<file path="src/rtl/mac_tx_framer_if.sv">
`default_nettype none
// ============================================================================
//  Module   : mac_tx_framer_if
//  Purpose  : Byte-wide valid/ready payload stream feeding mac_tx_framer.
//  Revision : 1.0
// ============================================================================
interface mac_tx_framer_if;
    logic [7:0] tx_data;
    logic       tx_valid;
    logic       tx_last;
    logic       tx_error;
    logic       tx_ready;

    modport master (
        output tx_data,
        output tx_valid,
        output tx_last,
        output tx_error,
        input  tx_ready
    );

    modport slave (
        input  tx_data,
        input  tx_valid,
        input  tx_last,
        input  tx_error,
        output tx_ready
    );
endinterface
`default_nettype wire

</file>
<file path="src/rtl/mac_tx_framer.sv">
`default_nettype none
// ============================================================================
//  Module   : mac_tx_framer
//  Purpose  : GMII transmit framer: preamble, SFD, payload, optional zero pad
//             (compiled in with MAC_TX_PAD_EN), CRC-32 FCS and inter-frame gap.
//  Revision : 1.0
// ============================================================================
module mac_tx_framer #(
    parameter int IFG_BYTES = 12,
    parameter int MIN_FRAME = 60
) (
    input  logic             clock_125MHz,
    input  logic             reset,
    mac_tx_framer_if.slave   tx,
    output logic [7:0]       mac_txd,
    output logic             mac_tx_en,
    output logic             mac_tx_er,
    output logic             tx_done,
    output logic             tx_underrun
);

    typedef enum logic [2:0] {
        ST_IDLE     = 3'd0,
        ST_PREAMBLE = 3'd1,
        ST_SFD      = 3'd2,
        ST_DATA     = 3'd3,
        ST_PAD      = 3'd4,
        ST_FCS      = 3'd5,
        ST_IFG      = 3'd6,
        ST_DRAIN    = 3'd7
    } state_t;

    localparam logic [31:0] c_crc_poly  = 32'hEDB88320;
    localparam logic [31:0] c_crc_init  = 32'hFFFF_FFFF;
    localparam logic [15:0] c_ifg_last  = 16'(IFG_BYTES - 1);
    localparam logic [10:0] c_min_frame = 11'(MIN_FRAME);
`ifdef MAC_TX_PAD_EN
    localparam bit          c_pad_en    = 1'b1;
`else
    localparam bit          c_pad_en    = 1'b0;
`endif

    function automatic logic [31:0] crc32_byte(input logic [31:0] crc, input logic [7:0] d);
        logic [31:0] c;
        c = crc ^ {24'h0, d};
        for (int i = 0; i < 8; i++) begin
            c = c[0] ? ((c >> 1) ^ c_crc_poly) : (c >> 1);
        end
        return c;
    endfunction

    state_t      state_q,    state_d;
    logic [15:0] phase_q,    phase_d;
    logic [10:0] byte_cnt_q, byte_cnt_d;
    logic [31:0] crc_q,      crc_d;
    logic [7:0]  txd_q,      txd_d;
    logic        tx_en_q,    tx_en_d;
    logic        tx_er_q,    tx_er_d;
    logic        done_q,     done_d;
    logic        underrun_q, underrun_d;

    logic        w_accept;
    logic [10:0] w_cnt_inc;
    logic [31:0] w_fcs;

    assign tx.tx_ready = (state_q == ST_DATA) || (state_q == ST_DRAIN);
    assign w_accept    = tx.tx_valid & tx.tx_ready;
    assign w_cnt_inc   = (byte_cnt_q == 11'h7FF) ? byte_cnt_q : byte_cnt_q + 11'd1;
    assign w_fcs       = ~crc_q;

    // State decides what the output flops load for the next wire cycle, so the
    // state machine runs one cycle ahead of mac_txd.
    always_comb begin
        state_d    = state_q;
        phase_d    = phase_q;
        byte_cnt_d = byte_cnt_q;
        crc_d      = crc_q;
        txd_d      = 8'h00;
        tx_en_d    = 1'b0;
        tx_er_d    = 1'b0;
        done_d     = 1'b0;
        underrun_d = 1'b0;

        case (state_q)
            ST_IDLE: begin
                if (tx.tx_valid) begin
                    state_d = ST_PREAMBLE;
                    phase_d = 16'd0;
                    txd_d   = 8'h55;
                    tx_en_d = 1'b1;
                end
            end
            ST_PREAMBLE: begin
                txd_d   = 8'h55;
                tx_en_d = 1'b1;
                if (phase_q == 16'd5) begin
                    state_d = ST_SFD;
                    phase_d = 16'd0;
                end else begin
                    phase_d = phase_q + 16'd1;
                end
            end
            ST_SFD: begin
                txd_d      = 8'hD5;
                tx_en_d    = 1'b1;
                crc_d      = c_crc_init;
                byte_cnt_d = 11'd0;
                state_d    = ST_DATA;
            end
            ST_DATA: begin
                tx_en_d = 1'b1;
                if (tx.tx_valid) begin
                    txd_d      = tx.tx_data;
                    tx_er_d    = tx.tx_error;
                    crc_d      = crc32_byte(crc_q, tx.tx_data);
                    byte_cnt_d = w_cnt_inc;
                    if (tx.tx_last) begin
                        phase_d = 16'd0;
                        state_d = (c_pad_en && (w_cnt_inc < c_min_frame)) ? ST_PAD : ST_FCS;
                    end
                end else begin
                    tx_er_d    = 1'b1;
                    underrun_d = 1'b1;
                    state_d    = ST_DRAIN;
                end
            end
`ifdef MAC_TX_PAD_EN
            ST_PAD: begin
                tx_en_d    = 1'b1;
                crc_d      = crc32_byte(crc_q, 8'h00);
                byte_cnt_d = w_cnt_inc;
                if (w_cnt_inc >= c_min_frame) begin
                    state_d = ST_FCS;
                    phase_d = 16'd0;
                end
            end
`endif
            ST_FCS: begin
                txd_d   = w_fcs[{phase_q[1:0], 3'b000} +: 8];
                tx_en_d = 1'b1;
                if (phase_q == 16'd3) begin
                    state_d = ST_IFG;
                    phase_d = 16'd0;
                end else begin
                    phase_d = phase_q + 16'd1;
                end
            end
            ST_IFG: begin
                done_d = (phase_q == 16'd0);
                if (phase_q >= c_ifg_last) begin
                    state_d = ST_IDLE;
                    phase_d = 16'd0;
                end else begin
                    phase_d = phase_q + 16'd1;
                end
            end
            ST_DRAIN: begin
                if (w_accept && tx.tx_last) begin
                    state_d = ST_IFG;
                    phase_d = 16'd0;
                end
            end
            default: begin
                state_d = ST_IDLE;
            end
        endcase
    end

    always_ff @(posedge clock_125MHz or posedge reset) begin
        if (reset) begin
            state_q    <= ST_IDLE;
            phase_q    <= 16'd0;
            byte_cnt_q <= 11'd0;
            crc_q      <= c_crc_init;
            txd_q      <= 8'h00;
            tx_en_q    <= 1'b0;
            tx_er_q    <= 1'b0;
            done_q     <= 1'b0;
            underrun_q <= 1'b0;
        end else begin
            state_q    <= state_d;
            phase_q    <= phase_d;
            byte_cnt_q <= byte_cnt_d;
            crc_q      <= crc_d;
            txd_q      <= txd_d;
            tx_en_q    <= tx_en_d;
            tx_er_q    <= tx_er_d;
            done_q     <= done_d;
            underrun_q <= underrun_d;
        end
    end

    assign mac_txd     = txd_q;
    assign mac_tx_en   = tx_en_q;
    assign mac_tx_er   = tx_er_q;
    assign tx_done     = done_q;
    assign tx_underrun = underrun_q;

endmodule
`default_nettype wire
</file>
<file path="src/flat_wrapper.sv">
// flat-port wrapper written by rule: the top's interface ports become plain ports
module mac_tx_framer_flat 
#(
    parameter int IFG_BYTES = 12,
    parameter int MIN_FRAME = 60
)
  (clock_125MHz, reset, mac_txd, mac_tx_en, mac_tx_er, tx_done, tx_underrun, tx_tx_data, tx_tx_valid, tx_tx_last, tx_tx_error, tx_tx_ready);
  mac_tx_framer_if tx_i ();
  input  logic clock_125MHz;
  input  logic reset;
  output logic [7:0] mac_txd;
  output logic mac_tx_en;
  output logic mac_tx_er;
  output logic tx_done;
  output logic tx_underrun;
  input wire logic [$bits(tx_i.tx_data)-1:0] tx_tx_data;
  input wire logic [$bits(tx_i.tx_valid)-1:0] tx_tx_valid;
  input wire logic [$bits(tx_i.tx_last)-1:0] tx_tx_last;
  input wire logic [$bits(tx_i.tx_error)-1:0] tx_tx_error;
  output wire logic [$bits(tx_i.tx_ready)-1:0] tx_tx_ready;
  assign tx_i.tx_data = tx_tx_data;
  assign tx_i.tx_valid = tx_tx_valid;
  assign tx_i.tx_last = tx_tx_last;
  assign tx_i.tx_error = tx_tx_error;
  assign tx_tx_ready = tx_i.tx_ready;
  mac_tx_framer #(.IFG_BYTES(IFG_BYTES), .MIN_FRAME(MIN_FRAME)) u_core (.clock_125MHz(clock_125MHz), .reset(reset), .tx(tx_i), .mac_txd(mac_txd), .mac_tx_en(mac_tx_en), .mac_tx_er(mac_tx_er), .tx_done(tx_done), .tx_underrun(tx_underrun));
endmodule
</file>
<file path="config.mk">
export PLATFORM = sky130hd
export DESIGN_NAME = mac_tx_framer_flat
export DESIGN_NICKNAME = d
export VERILOG_FILES = /design/src/rtl/mac_tx_framer_if.sv /design/src/rtl/mac_tx_framer.sv /design/src/flat_wrapper.sv
export SDC_FILE = /design/constraint.sdc
export NUM_CORES = 1
export LEC_CHECK = 0
export CAP_MARGIN = 20
export CORE_MARGIN = 1
export CORE_UTILIZATION = 50
export DETAILED_ROUTE_END_ITERATION = 10
export PLACE_DENSITY = 0.75
export SYNTH_ARGS = -nofsm -noshare
export SYNTH_HDL_FRONTEND = slang
export SYNTH_SLANG_ARGS = --single-unit
</file>
<file path="constraint.sdc">
create_clock -name clock_125MHz -period 2.05 [get_ports clock_125MHz]
set_input_delay 0.3075 -clock clock_125MHz [delete_from_list [all_inputs] [get_ports clock_125MHz]]
set_output_delay 0.3075 -clock clock_125MHz [all_outputs]
set_load 0.02 [all_outputs]
</file>
# [Word-level counts from Yosys, hierarchy flattened]
# Index checks and enable logic that the tools add are counted.
[word_totals] reg_bits=63 inputBits=13 out_inout_bits=13 elab_cells=84
[op_classes] n_addsub=1 n_lt_le_gt_ge=1 eq_ne=16 n_shift=1 muxes=36 bitwise_logic=11 n_reduce_logical=10
[ops] cell="$mux W32" n=9
[ops] cell="$mux W16" n=7
[ops] cell="$not A13 Y14" n=8
[ops] cell="$pmux W16 S6" n=1
[ops] cell="$pmux W32 S2" n=1
[ops] cell="$pmux W8 S5" n=1
[ops] cell="$not A32 Y32" n=1
[ops] cell="$shiftx A32 B6 Y8" n=1
[ops] cell="$xor A32 B8 Y32" n=1
[ops] cell="$mux W3" n=7
[ops] cell="$pmux W3 S7" n=1
[ops] cell="$add A16 B1 Y16 const B" n=1
[ops] cell="$eq A16 B2 Y1 const B" n=1
[ops] cell="$eq A16 B3 Y1 const B" n=1
[ops] cell="$ge A16 B4 Y1 const B" n=1
[ops] cell="$logic_not A16 Y1" n=1
[ops] cell="$eq A3 B3 Y1 const B" n=3
[ops] cell="$mux W8" n=1
[ops] cell="$ne A2 B2 Y1 const B" n=4
[ops] cell="$mux W7" n=1
[ops] cell="$eq A3 B2 Y1 const B" n=2
[ops] cell="$mux W1" n=6
[ops] cell="$ne A2 B1 Y1 const B" n=3
[ops] cell="$reduce_and A6 Y1" n=1
[ops] cell="12 further kinds" n=12

# [Longest topological paths before layout]
# Gate-level depths: netlist of the first run.
[logic_depth] word_depth=19 depth_mapped=7 depth_no_buf=6

# [Least setup slack after synthesis of the first run]
# No wires, ideal clock.
[synth_path] kind="reg-to-reg" startpoint="register u_core.phase_q[12]" endpoint="register u_core.phase_q[0]" setup_ns=0.125 t_arrival_ns=2.112 required_ns=1.925 slack_ns=-0.187 path_stages_with_launch=6 n_path_buf=0 period_less_slack_ns=2.237 cell_sequence="dfrtp_1 -> or4_4 -> nor4_4 -> a311oi_1 -> or3_1 -> mux2_4"
[synth_between] elab_chain_len=3 word_cells_on_any_way=7 classes_between="1 x order compare; 2 x eq/ne; 4 x mux"
[synth_lines] item="start, declared" line_no="mac_tx_framer.sv:53" rtl="logic [15:0] phase_q, phase_d;"
[synth_lines] item="start signal, assigned" line_no="mac_tx_framer.sv:182" rtl="phase_q <= phase_d;"
[synth_lines] item="$ge A16 B4 Y1 (tied with other cells)" line_no="mac_tx_framer.sv:150" rtl="if (phase_q >= c_ifg_last) begin"
[synth_lines] item="$mux W16 (on tied branches)" line_no="mac_tx_framer.sv:150, mac_tx_framer.sv:96, mac_tx_framer.sv:141"
[synth_lines] item="$pmux W16 S6 (*)" line_no="mac_tx_framer.sv:84" rtl="case (state_q)"
# Every way passes the cells marked *; elsewhere a longest branch is shown, timed or not.
# A chain may end at the register's enable or synchronous reset.

# [Worst setup path after layout of the first run]
[layout_path] startpoint="register u_core.phase_q[6]" endpoint="register u_core.phase_q[0]"
# Same word-level chain as after synthesis.

==> run_results.csv, run 1 <==
group,metric,value,unit
synth,synth_fa_ha_area_share,1.01,%
clocking,clockRootBuffer,"clkbuf_8",
synth,syn-cell-area,3710,µm²
status,outcome,"finished, violations left",
worst_setup_path,cpLargestDelayFamily,"simple AND/OR/NAND/NOR gates",
grt,grt_pass1_wl,15100,µm
worst_setup_path,max_stage_delay,560,ps
clocking,clock_latency,340,ps
synth,synth_flop_cell,"dfstp_2",
synth,synth_xor_xnor_area_share,21.0,%
floorplanning,start_util,51.5,%
worst_setup_path,worst-path-max-fanout,4,
routing,vias,2999,
placement,place_inst,528,
status,violations,"setup timing",
clocking,clkSinkCount,63,
clocking,clk_pin_slew,80,ps
pwr,p_leak,2.03,nW
synth,synth.avg_cell_area,10.5,µm²
synth,synth_seq_cells,63,
routing,drcViolationCount,0,
routing,wl,9270,µm
sta,rsz0062_at_grt,"yes",
floorplanning,dieArea,7770,µm²
routing,first_iter_violations,244,
synth,ys_seq_area_share,43.5,%
sta,worst_pin_slew,512,ps
synth,synth_top_family_by_area,"XOR/XNOR gates",
synth,yosys.area_share.simple,14.9,%
floorplanning,num_rows,31,
grt,grt_overflow,0,
worst_setup_path,r2r_setup_slack,-240,ps
job,maxCapViolCount,0,
placement,dp_hpwl,6290,µm
cells_and_area,finalNetCount,461,
sta,setup_ws,-241,ps
cells_and_area,utilization,67.7,%
routing,final_antenna_net_count,0,
sta,slew_viol_final,0,
clocking,cts_buffer_depth,2,
synth,synthMuxAreaShare,5.26,%
pwr,power,8.51,mW
sta,finalSetupViolCount,18,
routing,viasPerCell,5.46,
floorplanning,dieWidth,88.2,µm
routing,drt-wirelength-per-cell,16.9,µm
sta,finClkSkew,13.6,ps
cells_and_area,antennaDiodeCount,0,
floorplanning,die_h,88.2,µm
cells_and_area,finalNonFillerCells,549,
sta,finalCriticalPeriod,2290,ps
clocking,cts_tree,"built",
grt,grt_pass1_vias,2983,
worst_setup_path,cp_cell_sequence,"or4_4, nor4_4, buf_4, a31oi_4, or3_4, mux2_4",
synth,syn_inst,353,
placement,routabilityCongestion,0.898,
sta,maxSlewHeadroom,65.6,%
sta,fmax,0.436,GHz
grt,antenna_found_initial,0,
synth,synth_compound_area_share,11.4,%
worst_setup_path,arrival,2510,ps
synth,syn_nets,369,
pwr,power_density,1740,nW/µm²
routing,dr.pass1.iters,4,
worst_setup_path,crit_path_start_kind,"flip-flop",
sta,hold_violations,0,
cells_and_area,area_growth,31.6,%
grt,grt_start_max_net_pins,64,
synth,async_reset_ff_share,100,%
worst_setup_path,endpoint_kind,"flip-flop",
floorplanning,io_pins,26,
clocking,cts_buffers,9,
synth,synth-edff-count,0,
synth,yosys_warnings,0,
pwr,peakVddDrop,0.000929,V
worst_setup_path,crit_buf_inv,1,
cells_and_area,drive_gt1_share,34.4,%
floorplanning,core-area,7210,µm²
worst_setup_path,critPathKind,"flip-flop to flip-flop",
placement,portBuffers,25,
worst_setup_path,cp.required,2270,ps
worst_setup_path,crit_slowest_cell,"or4_4",
synth,synth_cell_type_count,54,
clocking,cts_max_level,3,
worst_hold_path,min_path_type,"primary input to async pin",
grt,grt_usage,26.0,%
clocking,cts_hold_buf,0,
sta,min_period_over_period,112,%
## metal layers
layer	share of wire, %	vias to the layer above	routed length, µm	GRT usage [%]
met5	0	-	0	0
met4	1.3	0	123	10.6
met3	6.0	14	553	4.43
met2	49	106	4580	41.6
met1	43	1475	4020	35.1
li1	-	1404	-	-
## Yosys cell counts, types with 2 or more instances
master	n	area share [%]
nor2_1	56	5.7
xnor2_1	54	13
a21oi_1	40	5.4
dfstp_2	32	23
dfrtp_1	31	21
xor2_1	19	4.5
nand2_1	11	1.1
clkbuf_1	9	0.91
o21ai_0	9	1.2
inv_1	8	0.81
mux4_2	8	4.9
nand3_1	6	0.81
nor4_1	5	0.84
o22a_1	5	1.2
a21o_1	4	0.81
and2_1	3	0.51
ha_1	3	1.0
nand4_1	3	0.51
nor4b_1	3	0.71
o32ai_1	3	0.71
xnor3_1	3	1.8
nor2b_1	2	0.34
nor3_1	2	0.27
nor3b_1	2	0.40
or4_4	2	0.61
xor2_2	2	0.88
## registers in the layout, indices dropped and copies added, names as in the netlist
register and count:
u_core.tx_done 1, u_core.phase_q 16, u_core.crc_q 32, u_core.tx_underrun 1, u_core.mac_tx_er 1, u_core.mac_tx_en 1
u_core.state_q 3, u_core.mac_txd 8
## cell usage in the layout, fill, tap and decap left out, drive strengths merged, types with 4 or more instances in the layout
cell,count
buf,70
nor2,56
xnor2,55
a21oi,40
dfstp,32
dfrtp,31
clkdlybuf4s50,25
xor2,21
clkbuf,12
nand2,11
o21ai,9
mux4,8
inv,8
nor4,7
nand3,6
o22a,5
a21o,4
## power breakdown
part	switching [mW]	internal, mW
Combinational	2.56	2.76
Clock	0.483	0.590
Sequential	0.351	1.76
Total	3.40	5.11
## logic make-up after synthesis
family,Yosys count
buffers and inverters,22
adder cells (fa/ha/maj),3
AND/OR/NAND/NOR,107
flip-flops,63
AO/OA/AOI/OAI,69
XOR/XNOR,80
multiplexers,9
## final cells by class
class / instances / area (µm²)
Fill cell: 548 / 2330
Multi-Input combinational cell: 268 / 2110
Sequential cell: 63 / 1620
Timing Repair Buffer: 95 / 817
Clock buffer: 12 / 145
Tap cell: 99 / 124
Clock inverter: 4 / 45.0
Inverter: 8 / 30.0
## worst reg2reg max path: stages, from the launching register on
cell,delay [ps]
dfrtp_1,380
or4_4,560
nor4_4,330
buf_4,190
a31oi_4,90
or3_4,360
mux2_4,260
## path summary, 6_finish.rpt
path	startpoint	to	depth (start not counted)
setup / recovery	u_core.phase_q[6]	u_core.phase_q[0]	6
hold / removal	reset	u_core.phase_q[10]	3
setup reg to reg	u_core.phase_q[6]	u_core.phase_q[0]	6
hold reg to reg	u_core.crc_q[22]	u_core.crc_q[22]	2
max in group asynchronous	reset	u_core.crc_q[7]	3
min in group clock_125MHz	u_core.crc_q[22]	u_core.crc_q[22]	2
## per-stage QoR
stage	area, µm²	hold slack (ps)	TNS (ps)	setup slack, ps
2_1_floorplan	3720	436	-1770	-187
3_3_place_gp	4540	503	-2200	-178
3_5_place_dp	4540	506	-3530	-236
4_1_cts	4790	366	-1170	-164
5_1_grt	4880	405	-4020	-272
6_report	4880	357	-3090	-241
## repair_timing
action | 4_1_cts | 5_1_grt
endpoints found under the setup margin | 18 | 24
gates cloned | 0 | 0
resized for setup | 7 | 10
pin swaps | 7 | 7
setup buffers | 3 | 5
No activity file was read; power rests on OpenSTA's default activity.
==> run 2: changes to the inputs <==
--- a/config.mk
+++ b/config.mk
@@ -5,11 +5,14 @@
 export SDC_FILE = /design/constraint.sdc
 export NUM_CORES = 1
 export LEC_CHECK = 0
+export ABC_AREA = 1
 export CAP_MARGIN = 20
 export CORE_MARGIN = 1
 export CORE_UTILIZATION = 50
 export DETAILED_ROUTE_END_ITERATION = 10
-export PLACE_DENSITY = 0.75
+export PLACE_DENSITY = 0.74
+export RECOVER_POWER = 100
+export SETUP_SLACK_MARGIN = 0.02
 export SYNTH_ARGS = -nofsm -noshare
 export SYNTH_HDL_FRONTEND = slang
 export SYNTH_SLANG_ARGS = --single-unit
==> run 2 against run 1 <==
Effect of this change: the flow now finishes without violations; count of clock-buffer cells in the layout increased by 1; combinational power decreased by 14%; first-iteration DRC count increased by 1.6%; design area increased by 7.9%; critical endpoint is now tx_tx_ready; largest cell class unchanged; largest power group unchanged; highest routed layer unchanged.
==> run_results.csv, run 2 <==
group,metric,value,unit
routing,vias,4472,
grt,antenna_found_initial,0,
synth,synth_seq_cells,63,
status,outcome,"finished clean",
worst_setup_path,cp.required,1740,ps
pwr,p_sw_share,47.7,%
worst_hold_path,min_path_type,"primary input to async pin",
sta,min_period_over_period,94.3,%
worst_setup_path,critPathKind,"flip-flop to output pin",
worst_setup_path,crit_slowest_cell,"clkdlybuf4s50_1",
routing,viasPerCell,5.46,
synth,syn-cell-area,4480,µm²
floorplanning,dieArea,9350,µm²
sta,fmax,0.517,GHz
cells_and_area,fin_area,5270,µm²
sta,worst_hold_slack,488,ps
cells_and_area,nFillCells,788,
placement,routabilityCongestion,0.917,
cells_and_area,multiInputGateArea,2400,µm²
grt,grt_pass1_wl,21100,µm
grt,grt_pass1_vias,4251,
synth,synth_commonest_cells,"nand2_1 (194), inv_1 (86), nand3_1 (58), o21ai_0 (46), nor2_1 (34)",
floorplanning,core-area,8720,µm²
clocking,cts_hold_buf,0,
cells_and_area,antennaDiodeCount,0,
grt,grt_overflow,0,
floorplanning,dieWidth,96.7,µm
sta,rsz0062_at_grt,"no",
job,maxCapViolCount,0,
synth,synth_top_area_share,18.8,%
cells_and_area,finalNetCount,722,
synth,synth_top_family_by_area,"simple AND/OR/NAND/NOR gates",
clocking,clock_latency,350,ps
worst_setup_path,cp_cell_sequence,"nand2_2, inv_1, clkdlybuf4s50_1",
clocking,cts_buffer_depth,2,
floorplanning,io_pins,26,
floorplanning,num_rows,34,
grt,grt_usage,28.3,%
synth,async_reset_ff_share,100,%
sta,slew_viol_final,0,
routing,drt-wirelength-per-cell,15.3,µm
synth,synth_flop_cell,"dfstp_2",
placement,dp_hpwl,9110,µm
pwr,power_density,1510,nW/µm²
sta,setup_ws,116,ps
floorplanning,start_util,51.4,%
clocking,post_cts_buffers,0,
cells_and_area,layout_commonest_cell,"nand2_1",
synth,synth_compound_area_share,14.4,%
worst_setup_path,crit_path_start_kind,"flip-flop",
worst_setup_path,worst-path-max-fanout,7,
synth,synthMuxAreaShare,0,%
pwr,power.switching,3.80,mW
synth,yosys_warnings,0,
clocking,cts_buffers,9,
pwr,combPwrFrac,57.6,%
synth,yosys.area_share.simple,31.2,%
placement,place_inst,803,
synth,synth-edff-count,0,
sta,finalCriticalPeriod,1930,ps
worst_setup_path,arrival,1630,ps
routing,dr.pass1.iters,5,
sta,worst_pin_slew,645,ps
sta,hold_violations,0,
pwr,pwr-share-clk,13.9,%
cells_and_area,utilization,60.4,%
worst_setup_path,crit_buf_inv,2,
pwr,power,7.96,mW
sta,finClkSkew,10.4,ps
synth,synth_cell_type_count,40,
synth,synth.avg_cell_area,6.92,µm²
worst_setup_path,rr_startpoint,"u_core.crc_q[0]",
pwr,power_frac_seq,28.5,%
cells_and_area,final_cell_mix,"nand2_1 (195), inv_1 (87), nand3_1 (58), o21ai_0 (49), nor2_1 (37)",
clocking,cts_tree,"built",
floorplanning,die_h,96.7,µm
placement,dp_slack,-115,ps
routing,drcViolationCount,0,
worst_setup_path,reg2reg_to,"u_core.crc_q[20]",
worst_setup_path,reg2reg_depth,12,
placement,portBuffers,25,
sta,maxSlewHeadroom,56.9,%
synth,ys_seq_area_share,36.1,%
cells_and_area,drive_gt1_share,14.5,%
pwr,peakVddDrop,0.000713,V
cells_and_area,largest_reg_flops,32,
clocking,clk_pin_slew,80,ps
cells_and_area,finalNonFillerCells,819,
synth,yosysMostFrequentCell,"nand2_1",
cells_and_area,seq_area,1620,µm²
synth,synth.area.top_cells,"dfstp_2 (19%), dfrtp_1 (17%), nand2_1 (16%), inv_1 (7.2%), nand3_1 (6.5%)",
clocking,cts_resized,0,
routing,final_antenna_net_count,0,
worst_setup_path,r2r_setup_slack,170,ps
synth,synth_largest_area_cell,"dfstp_2",
synth,syn_nets,664,
placement,dpl_cell_area,5110,µm²
synth,syn_inst,648,
clocking,clkSinkCount,63,
clocking,clockRootBuffer,"clkbuf_8",
cells_and_area,area_growth,17.5,%
sta,finalSetupViolCount,0,
worst_setup_path,cpLargestDelayFamily,"buffers and inverters",
pwr,power.internal,4.16,mW
routing,wl,12500,µm
sta,fin_setup_tns,0,ps
cells_and_area,regMostFlops,"u_core.crc_q",
clocking,cts_max_level,3,
synth,synth_xor_xnor_area_share,7.42,%
worst_setup_path,max_stage_delay,600,ps
worst_setup_path,endpoint_kind,"output pin",
routing,first_iter_violations,248,
synth,synth_fa_ha_area_share,0.837,%
grt,grt_start_max_net_pins,64,
pwr,p_leak,2.62,nW
run 2: worst min-delay path: stages:
cell and delay, ps:
dlygate4sd3_1 530, inv_1 90, buf_12 320
run 2: cells by family (layout without fill, tap and decap cells):
family / after synthesis / after routing
adder cells (fa/ha/maj): 3 / 3
buffers and inverters: 110 / 173
AO/OA/AOI/OAI: 113 / 113
XOR/XNOR: 35 / 35
AND/OR/NAND/NOR: 324 / 324
flip-flops: 63 / 63
run 2: worst max-delay path by stage:
stage,slack [ps],start,depth (start not counted),to
floorplan,230,reset,1,u_core.mac_tx_en
global placement,-100,tx_tx_data[1],12,u_core.crc_q[20]
detailed placement,-110,tx_tx_data[1],11,u_core.crc_q[20]
CTS,50,u_core.state_q[1],3,tx_tx_ready
global route,20,u_core.crc_q[0],10,u_core.crc_q[14]
finish,120,u_core.state_q[0],3,tx_tx_ready
run 2: final cells by class:
type / instances / area share [%]
clock inverter: 3 / 0.807
sequential: 63 / 30.7
timing repair buffer: 66 / 11.0
multi-input combinational: 475 / 45.5
clock buffer: 13 / 2.83
inverter: 91 / 6.58
tap: 108 / 2.56
run 2: routing by layer:
layer / up-vias / track usage (%) / share of wire [%]
met1: 2089 / 37.5 / 45
met4: 0 / 12.1 / 2.7
met3: 27 / 4.84 / 5.4
li1: 2204 / - / -
met5: - / 0 / 0
met2: 152 / 45.7 / 47
run 2: power by group through the flow:
| stage | sequential, mW | combinational [mW] | clock (mW) |
|---|---|---|---|
| 3_3_place_gp | 2.27 | 4.55 | 0 |
| 4_1_cts | 2.26 | 4.65 | 1.13 |
| 2_1_floorplan | 2.23 | 3.10 | 0 |
| 5_1_grt | 2.33 | 5.13 | 1.16 |
| 3_5_place_dp | 2.28 | 4.62 | 0 |
| 6_report | 2.27 | 4.58 | 1.11 |
==> run 3: changes to the inputs <==
--- a/config.mk
+++ b/config.mk
@@ -5,12 +5,10 @@
 export SDC_FILE = /design/constraint.sdc
 export NUM_CORES = 1
 export LEC_CHECK = 0
-export ABC_AREA = 1
-export CAP_MARGIN = 20
 export CORE_MARGIN = 1
 export CORE_UTILIZATION = 50
 export DETAILED_ROUTE_END_ITERATION = 10
-export PLACE_DENSITY = 0.74
+export PLACE_DENSITY = 0.75
 export RECOVER_POWER = 100
 export SETUP_SLACK_MARGIN = 0.02
 export SYNTH_ARGS = -nofsm -noshare
==> run 3 against run 2 <==
Effect of this change: power increased by 3.8%; sequential power decreased by 7%; the run now ends with setup timing left; hold slack improved by 16 ps; critical path depth increased by 2; setup slack got worse by 340 ps.
==> run_results.csv, run 3 (synthesis gave the netlist of run 1 again) <==
group,metric,value,unit
routing,first_iter_violations,208,
worst_setup_path,cp.required,2280,ps
routing,vias,3046,
pwr,peakVddDrop,0.000965,V
clocking,cts_buffer_depth,2,
worst_setup_path,worst-path-max-fanout,4,
floorplanning,dieArea,7770,µm²
grt,grt_pass1_wl,15100,µm
sta,worst_pin_slew,814,ps
clocking,clockRootBuffer,"clkbuf_8",
cells_and_area,seq_area,1620,µm²
worst_setup_path,arrival,2510,ps
worst_setup_path,rr_startpoint,"u_core.phase_q[14]",
sta,slew_viol_final,0,
clocking,cts_max_level,3,
grt,grt_usage,26.4,%
cells_and_area,area_growth,29.4,%
routing,drcViolationCount,0,
worst_setup_path,endpoint,"u_core.phase_q[0]",
worst_hold_path,min_from,"tx_tx_error",
routing,wl,9370,µm
cells_and_area,layout_commonest_cell,"buf_4",
routing,drt-wirelength-per-cell,17.1,µm
sta,finalSetupViolCount,17,
floorplanning,core-area,7210,µm²
placement,dp_slack,-243,ps
routing,final_antenna_net_count,0,
clocking,clk_pin_slew,70,ps
cells_and_area,finalNetCount,460,
cells_and_area,nFillCells,560,
cells_and_area,antennaDiodeCount,0,
cells_and_area,largest_reg_flops,32,
clocking,cts_tree,"built",
placement,portBuffers,25,
status,violations,"setup timing",
grt,grt_start_max_net_pins,33,
worst_setup_path,reg2reg_depth,5,
worst_setup_path,endpoint_kind,"flip-flop",
grt,antenna_found_initial,0,
job,maxCapViolCount,0,
floorplanning,dieWidth,88.2,µm
status,outcome,"finished, violations left",
worst_setup_path,r2r_setup_slack,-230,ps
sta,hold_violations,0,
cells_and_area,final_cell_mix,"buf_4 (64), nor2_1 (55), xnor2_1 (53), a21oi_1 (38), dfstp_2 (32)",
worst_hold_path,holdPathStages,3,
floorplanning,start_util,51.5,%
routing,dr.pass1.iters,5,
cells_and_area,regMostFlops,"u_core.crc_q",
grt,grt_pass1_vias,3058,
sta,setup_ws,-226,ps
sta,rsz0062_at_grt,"yes",
worst_setup_path,critPathKind,"flip-flop to flip-flop",
pwr,power_density,1720,nW/µm²
grt,grt_overflow,0,
clocking,cts_hold_buf,0,
clocking,clkSinkCount,63,
sta,min_period_over_period,111,%
placement,routabilityCongestion,0.843,
sta,finClkSkew,13.6,ps
sta,fmax,0.439,GHz
cells_and_area,multiInputGateArea,2110,µm²
floorplanning,io_pins,26,
sta,fin_setup_tns,-2240,ps
floorplanning,num_rows,31,
pwr,p_leak,2.00,nW
clocking,cts_buffers,9,
worst_hold_path,min_path_type,"primary input to flip-flop",
placement,dp_hpwl,6480,µm
sta,maxSlewHeadroom,45.7,%
worst_setup_path,reg2reg_to,"u_core.phase_q[0]",
worst_setup_path,crit_path_start_kind,"flip-flop",
clocking,clock_latency,350,ps
routing,viasPerCell,5.56,
floorplanning,die_h,88.2,µm
cells_and_area,drive_gt1_share,33.6,%
sta,finalCriticalPeriod,2280,ps
cells_and_area,utilization,66.6,%
worst_setup_path,crit_start,"u_core.phase_q[14]",
run 3: changes by cell type in the layout (fill, tap and decap cells not counted), moves of 7 or more:
| cell | change |
|---|---|
| o22ai_1 | -11 |
| o21ai_0 | -41 |
| nand3_1 | -52 |
| o211ai_1 | -12 |
| nor3_1 | -7 |
| xnor2_1 | +52 |
| buf_4 | +31 |
| xor2_1 | -16 |
| a21oi_1 | +11 |
| nor2_1 | +18 |
| nand2_1 | -184 |
| inv_1 | -79 |
| mux4_2 | +8 |
run 3: what timing repair did:
item / in CTS / in global routing
setup endpoints to repair: 17 / 26
gates resized for setup: 6 / 12
setup buffers: 3 / 3
pin swaps: 4 / 6
run 3: how the worst min path moves through the flow:
stage | slack [ps] | endpoint
4_1_cts | 340 | u_core.phase_q[13]
5_1_grt | 520 | u_core.mac_tx_er
2_1_floorplan | 440 | u_core.mac_tx_er
3_3_place_gp | 500 | u_core.crc_q[11]
3_5_place_dp | 510 | u_core.crc_q[31]
6_report | 500 | u_core.mac_tx_er
run 3: where the power goes:
| part | switching (mW) | total, mW | internal (mW) |
|---|---|---|---|
| Combinational | 2.57 | 5.19 | 2.62 |
| Clock | 0.472 | 0.978 | 0.506 |
| Sequential | 0.336 | 2.10 | 1.76 |
run 3: layout make-up:
type	count	share of cell area (%)
Multi-Input combinational cell	268	43.9
Sequential cell	63	33.7
Timing Repair Buffer	94	15.6
Clock buffer	15	3.47
Tap cell	99	2.58
Inverter	8	0.625
Clock inverter	1	0.104
run 3: per-stage QoR:
step           hold slack [ps]  instances  area [µm²]  power (mW)
3_5_place_dp               506        529        4580        7.06
2_1_floorplan              436        353        3730        5.35
6_report                   504        548        4800        8.26
5_1_grt                    516        548        4800        8.78
4_1_cts                    337        547        4800        8.20
3_3_place_gp               504        529        4580        6.93
run 3: critical path, stage by stage (launching register included):
cell,delay [ps]
dfrtp_1,380
or4_4,560
nor4_4,400
a311oi_2,210
or3_1,360
mux2_4,260
run 3: routing by layer:
metal  vias up  GRT usage [%]  part of all wire (%)
met3        29           6.41                   5.4
met5         -              0                     0
met1      1515           34.6                    43
met4         0           12.2                   3.2
li1       1400              -                     -
met2       102           41.5                    48
